`src/rtl/mem_access_ctrl.sv`:
```
// rtl/mem_access_ctrl.sv - 32-bit load/store sequencer over a 16-bit SRAM (optional MEM_CTRL_STALL_CNT_EN stall counter)
module mem_access_ctrl #(
  parameter int ADDR_W      = 18,
  parameter int WAIT_CYCLES = 2
) (
  input  logic              clk,
  input  logic              rst,
  input  logic              rd_en,
  input  logic              wr_en,
  input  logic [31:0]       address,
  input  logic [31:0]       wdata,
  output logic [31:0]       rdata,
  output logic              ready,
  output logic              freeze,
  output logic [ADDR_W-1:0] sram_addr,
  output logic [15:0]       sram_dq_out,
  output logic              sram_dq_oe,
  input  logic [15:0]       sram_dq_in,
  output logic              sram_we_n
`ifdef MEM_CTRL_STALL_CNT_EN
  ,
  output logic [31:0]       stall_cnt
`endif
);

  localparam int CNT_W = (WAIT_CYCLES < 2) ? 1 : $clog2(WAIT_CYCLES + 1);
  localparam logic [CNT_W-1:0] CNT_LOAD = CNT_W'(WAIT_CYCLES);
  localparam logic [CNT_W-1:0] CNT_ONE  = CNT_W'(1);

  typedef enum logic [1:0] {IDLE, LOW, HIGH, DONE} state_t;

  state_t            state;
  state_t            state_nxt;
  logic [ADDR_W-2:0] addr_q;
  logic [31:0]       wdata_q;
  logic              wr_q;
  logic [CNT_W-1:0]  cnt;
  logic              req;
  logic              phase_end;
  logic              unused_addr_bits;

  assign req       = rd_en | wr_en;
  assign phase_end = (cnt == CNT_ONE);

  // Word-aligned byte address: the low two bits and everything above the SRAM range are dropped.
  assign unused_addr_bits = ^{address[31:ADDR_W+1], address[1:0]};

  // State register; an asynchronous reset aborts any access in flight.
  always_ff @(posedge clk or posedge rst) begin
    if (rst) state <= IDLE;
    else     state <= state_nxt;
  end

  // Next-state: two timed halfword phases, then a single DONE cycle.
  always_comb begin
    state_nxt = state;
    case (state)
      IDLE:    if (req) state_nxt = LOW;
      LOW:     if (phase_end) state_nxt = HIGH;
      HIGH:    if (phase_end) state_nxt = DONE;
      DONE:    state_nxt = IDLE;
      default: state_nxt = IDLE;
    endcase
  end

  // Request capture, phase counter and load-word assembly.
  always_ff @(posedge clk or posedge rst) begin
    if (rst) begin
      addr_q  <= '0;
      wdata_q <= '0;
      wr_q    <= 1'b0;
      cnt     <= '0;
      rdata   <= '0;
    end else begin
      case (state)
        IDLE: begin
          if (req) begin
            addr_q  <= address[ADDR_W:2];
            wdata_q <= wdata;
            wr_q    <= wr_en;
            cnt     <= CNT_LOAD;
          end
        end
        LOW, HIGH: begin
          if (phase_end) begin
            cnt <= CNT_LOAD;
            if (!wr_q) begin
              if (state == LOW) rdata[15:0]  <= sram_dq_in;
              else              rdata[31:16] <= sram_dq_in;
            end
          end else begin
            cnt <= cnt - CNT_ONE;
          end
        end
        default: cnt <= cnt;
      endcase
    end
  end

  // SRAM pin drive and handshake, decoded from the current state only.
  always_comb begin
    sram_addr   = '0;
    sram_dq_out = '0;
    sram_dq_oe  = 1'b0;
    sram_we_n   = 1'b1;
    case (state)
      LOW: begin
        sram_addr = {addr_q, 1'b0};
        if (wr_q) begin
          sram_dq_out = wdata_q[15:0];
          sram_dq_oe  = 1'b1;
          sram_we_n   = 1'b0;
        end
      end
      HIGH: begin
        sram_addr = {addr_q, 1'b1};
        if (wr_q) begin
          sram_dq_out = wdata_q[31:16];
          sram_dq_oe  = 1'b1;
          sram_we_n   = 1'b0;
        end
      end
      default: sram_addr = '0;
    endcase
    ready  = (state == DONE) | ((state == IDLE) & ~req);
    freeze = ~ready;
  end

`ifdef MEM_CTRL_STALL_CNT_EN
  // Saturating count of frozen cycles.
  always_ff @(posedge clk or posedge rst) begin
    if (rst)                            stall_cnt <= '0;
    else if (freeze && stall_cnt != '1) stall_cnt <= stall_cnt + 32'd1;
  end
`endif

endmodule
```
`config.mk`:
```
export PLATFORM = sky130hd
export DESIGN_NAME = mem_access_ctrl
export DESIGN_NICKNAME = d
export VERILOG_FILES = /design/src/rtl/mem_access_ctrl.sv
export SDC_FILE = /design/constraint.sdc
export NUM_CORES = 1
export LEC_CHECK = 0
export CAP_MARGIN = 10
export CORE_ASPECT_RATIO = 1.25
export CORE_MARGIN = 4
export CORE_UTILIZATION = 46
export DETAILED_ROUTE_END_ITERATION = 8
export GPL_TIMING_DRIVEN = 0
export PLACE_DENSITY = 0.85
export SYNTH_ARGS = -nofsm -noshare
export SYNTH_HDL_FRONTEND = slang
export SYNTH_SLANG_ARGS = --single-unit
```
`constraint.sdc`:
```
create_clock -name clk -period 4.8 [get_ports clk]
set_input_delay 0.48 -clock clk [delete_from_list [all_inputs] [get_ports clk]]
set_output_delay 0.48 -clock clk [all_outputs]
set_load 0.005 [all_outputs]
```
=== Yosys cells after proc, flatten, opt, wreduce, memory -nomap -nowiden ===
Index checks and enable logic that the tools add are counted.
Widths: inputs -> output; s select.

* Output and inout bits: 70
* Register bits: 86

* Bitwise operators: 7
* Add/sub/neg operators: 1
* Equal/unequal tests: 7
* Reduce and logical (&&, ||, !) cells: 8
* Muxes and demuxes: 15

{| class="wikitable"
|+ Operators by type and width
! cell !! number
|-
| $pmux 18 s2 || 1
|-
| $mux 16 || 2
|-
| $pmux 16 s2 || 1
|-
| $mux 2 || 5
|-
| $pmux 2 s4 || 1
|-
| $reduce_and 4->1 || 2
|-
| $ne 2x2->1 const B || 3
|-
| $eq 2x1->1 const B || 2
|-
| $eq 2x2->1 const B || 2
|-
| $mux 1 || 4
|-
| $not 1->1 || 4
|-
| $pmux 2 s2 || 1
|-
| $reduce_and 2->1 || 2
|-
| $reduce_and 3->1 || 1
|-
| $logic_not 2->1 || 1
|-
| $or 1x1->1 || 2
|-
| $reduce_bool 2->1 || 1
|-
| $reduce_or 2->1 || 1
|-
| $sub 2x1->2 const B || 1
|-
| $and 1x1->1 || 1
|}

=== Logic depth before layout (Yosys ltp) ===
* Depth after elaboration: 5
* Mapped depth: 7

=== Worst setup path before layout ===
No wires, ideal clock.

* Kind: reg2out
* From: reg state[0]
* To: out sram_addr[10]
* Stages on the path, launching flop included: 8
* Buffers on the path: 2
* Data arrival time: 1.561 ns
* Path slack: 2.759 ns
* Cell sequence: dfrtp_1 > inv_1 > ha_1 > clkbuf_1 > nor2_1 > nor2_1 > clkbuf_1 > and2_1

* Longest elaborated chain between the ends: 2
* Elaborated cells on any way between the ends: 3
* Classes of those cells: eq/ne (2); mux (1)

{| class="wikitable"
|+ RTL lines
! item !! RTL line !! text
|-
| start: declaration || 32 || <nowiki>state_t state;</nowiki>
|-
| start signal: assignment || 51 || <nowiki>else state <= state_nxt;</nowiki>
|-
| $eq 2x2->1 / $eq 2x1->1 (equally long branches) || 106 || <nowiki>case (state)</nowiki>
|-
| $pmux 18 s2 (*) || 106 ||
|-
| end: declaration || 15 || <nowiki>output logic [ADDR_W-1:0] sram_addr,</nowiki>
|}

Mark *: on every way between the ends. The rest lies on a longest branch, timed or not.

=== Worst setup path after layout ===
* From: reg state[0]
* To: out sram_addr[17]

Same word-level chain as after synthesis.

==> results.md <==
- Met1 Track Usage GR: 0.2193
- Most used DFF post-synth: dfrtp_1
- Drt initial violations: 71
- Crit path max fanout: 10
- GPL Wtd Cong: 0.7306
- Router iterations before antenna repair: 4
- Die ar.: 0.009483 mm^2
- Flop pwr share: 0.379
- Initial Utilization: 0.4711
- Pwr Total: 0.003385 W
- Core footprint: 0.007792 mm^2
- Post-DRT Antenna Nets: 0
- Clock share of power: 0.133
- Yosys top cell area share: 0.5862
- CTS tree: built
- Total GRT Usage: 0.1885
- Post-Synth Simple-Gate Area: 0.07294
- XOR/XNOR Fraction of Synth Area: 0
- Asr flop ratio synth: 1.000
- LEAKAGE: 2.251 nW
- Final hold vios: 0
- Final setup viols: 0
- Setup CP Type: reg -> out
- Combinational power share: 0.488
- Post-synth top area cell: dfrtp_1
- Num Clock Sinks: 86
- Drt wl/cell: 16.47 um
- Top Usage Layer GRT: met2
- Worst-Skew Late Latency: 0.34 ns
- DRT Wirelength: 8468 um
- Power Dens Cells: 629.5 mW/mm^2
- CTS clk-pin slew, worst paths: 0.08 ns
- First-pass GRT wire length: 13670 um
- Fin Setup TNS: 0 ns
- Hold-fix buffers, CTS: 0
- Mapped Cells: 264
- Root buf cell: clkbuf_8
- Row Count: 36
- Num CTS Buffers: 9
- Post-synthesis sequential area ratio: 0.5862
- Synthesized area per cell: 13.91 um^2
- CTS H-tree depth: 3
- Period utilization: 0.7226
- Slew @ Worst Pin: 0.5551 ns
- Slew headroom: 0.6284
- Initial antenna violation count: 0
- Layout Cells excl Fill: 514
- Vias: 2595
- Synth area leaders: dfrtp_1 (59%), mux2_2 (25%), a22oi_1 (3.3%)
- Adder-cell share of the synthesized area: 0.02045
- Share of cells above drive strength 1: 0.2625
- Max Freq: 0.2883 GHz
- PostCTS Resize Cnt: 0
- Net Count, Synth: 354
- Cell with the most instances after synthesis: dfrtp_1
- Worst vdd ir: 0.3467 mV
- Residual DRC: 0
- Worst Hold Class: reg -> reg
- Status: finished clean
- I/O Buffers: 138
- Mux share of post-synthesis cell area: 0.2539
- Die X: 87.90 um
- Largest net degree at the start of global routing: 47
- Switching share of power: 0.3133
- Mapped cell area: 0.003671 mm^2
- Synth Area in Compound Gates: 0.04260
- CP required: 4.32 ns
- Gr ovfl total: 0
- ANT cells: 0
- Die Span Y: 107.9 um
- Number of flops mapped to enable cells by yosys: 0
- Max Slew Vio Count: 0
- CTS max path bufs: 2
- Psw: 0.001061 W
- Vias in the first global route: 2844
- HPWL Detailed: 6436 um
- Synth Register Bits: 86
- Fin crit period: 3.468 ns
- Total Nets Final: 504
- Setup Skew: 0.007976 ns
- Yosys warns: 0
- Final Core Density: 0.6901
- Met2 Track Usage GR: 0.3222
- Critical path endpoint category: primary output
- Post-CTS Setup Repair Bufs: 0
- Critical path startpoint category: flop
- Via density: 5.049
- # placed instances: 498
- Max Cap Viol: 0
- Int Power: 0.002325 W
- Ports: 154
- RSZ-0062 raised after global routing: false
- Synth-to-layout area growth: 46.49%
- Commonest cells in the synthesized netlist: dfrtp_1 (86), mux2_2 (81), nor2_1 (20), and2_1 (17), a22oi_1 (16)
- CP arrival: 2.99 ns
- Distinct cells, synth: 24
- Main combinational cell family by area after synthesis: multiplexers
- Met3 GRT Util: 0.07274
## routing by layer
metal,vias up,part of all wire
met1,1288,0.39
met5,-,0
met3,6,0.082
met2,85,0.52
li1,1216,-
met4,0,0.0091
## power by group through the flow
| stage | clock network, W | registers, W | logic [W] |
|---|---|---|---|
| 3_5_place_dp | 0 | 0.00130 | 0.00168 |
| 3_3_place_gp | 0 | 0.00127 | 0.00164 |
| 4_1_cts | 0.000470 | 0.00129 | 0.00169 |
| 5_1_grt | 0.000494 | 0.00133 | 0.00182 |
| 2_1_floorplan | 0 | 0.00127 | 0.000866 |
| 6_report | 0.000449 | 0.00128 | 0.00165 |
## critical path, cell delays in order (launching register included)
cell	delay, ns
dfrtp_1	0.43
inv_1	0.15
ha_1	0.16
clkbuf_1	0.38
nor2_1	0.07
nor2_1	0.42
clkbuf_1	0.35
and2_1	0.18
clkdlybuf4s50_1	0.52
## area by class of cell
| cell class | instances | area (um^2) |
|---|---|---|
| plain buffers | 13 | 65.06 |
| clock buffers | 11 | 141.4 |
| clock inverters | 5 | 35.03 |
| fillers | 577 | 2415 |
| inverters | 6 | 25.02 |
| multi-input cells | 159 | 1431 |
| flip-flops and latches | 86 | 2152 |
| well taps | 95 | 118.9 |
| repair buffers | 139 | 1409 |
## through the flow
step                      instance area, um^2  worst slack, ns  hold slack (ns)
after floorplan                          3671            2.098           0.4578
after global placement                   5171           0.7888           0.4700
after detailed placement                 5201            1.621           0.4853
after CTS                                5378            1.266           0.4973
after global routing                     5378            1.044           0.5212
final                                    5378            1.332           0.4939
## sequential cells by signal, indices dropped and copies added, names as in the netlist
register / cells
cnt: 2
rdata: 32
addr_q: 17
wdata_q: 32
wr_q: 1
state: 2
## kinds of logic (layout without fill, tap and decap cells)
logic type | Yosys count | count (layout)
buf+inv | 19 | 174
mux | 83 | 83
flops | 86 | 86
fa+ha+maj | 6 | 6
simple gates | 48 | 48
compound gates | 22 | 22
## cells in the final DEF (no fill, tap or decap), drive strengths merged, types with 3 or more instances in the layout
| master | instances |
|---|---|
| dfrtp | 86 |
| nand2 | 5 |
| nor2 | 20 |
| a22oi | 16 |
| clkdlybuf4s50 | 138 |
| clkbuf | 16 |
| clkinvlp | 4 |
| inv | 6 |
| ha | 6 |
| mux2 | 81 |
| buf | 9 |
| and2 | 17 |
| o21ai | 3 |
## final timing paths
check / from / to / slack, ns / depth (start not counted)
hold reg to reg: cnt[0]$_DFFE_PP0P_ / cnt[0]$_DFFE_PP0P_ / 0.49 / 1
setup / recovery: state[0]$_DFFE_PP0P_ / sram_addr[17] / 1.33 / 8
max in group asynchronous: rst / addr_q[3]$_DFFE_PP0P_ / 3.66 / 3
setup reg to reg: state[0]$_DFFE_PP0P_ / rdata[26]$_DFFE_PP0P_ / 2.53 / 6
min in group asynchronous: rst / rdata[11]$_DFFE_PP0P_ / 0.55 / 2
hold / removal: cnt[0]$_DFFE_PP0P_ / cnt[0]$_DFFE_PP0P_ / 0.49 / 1
Note: power is estimated with default switching activity, not from simulation.
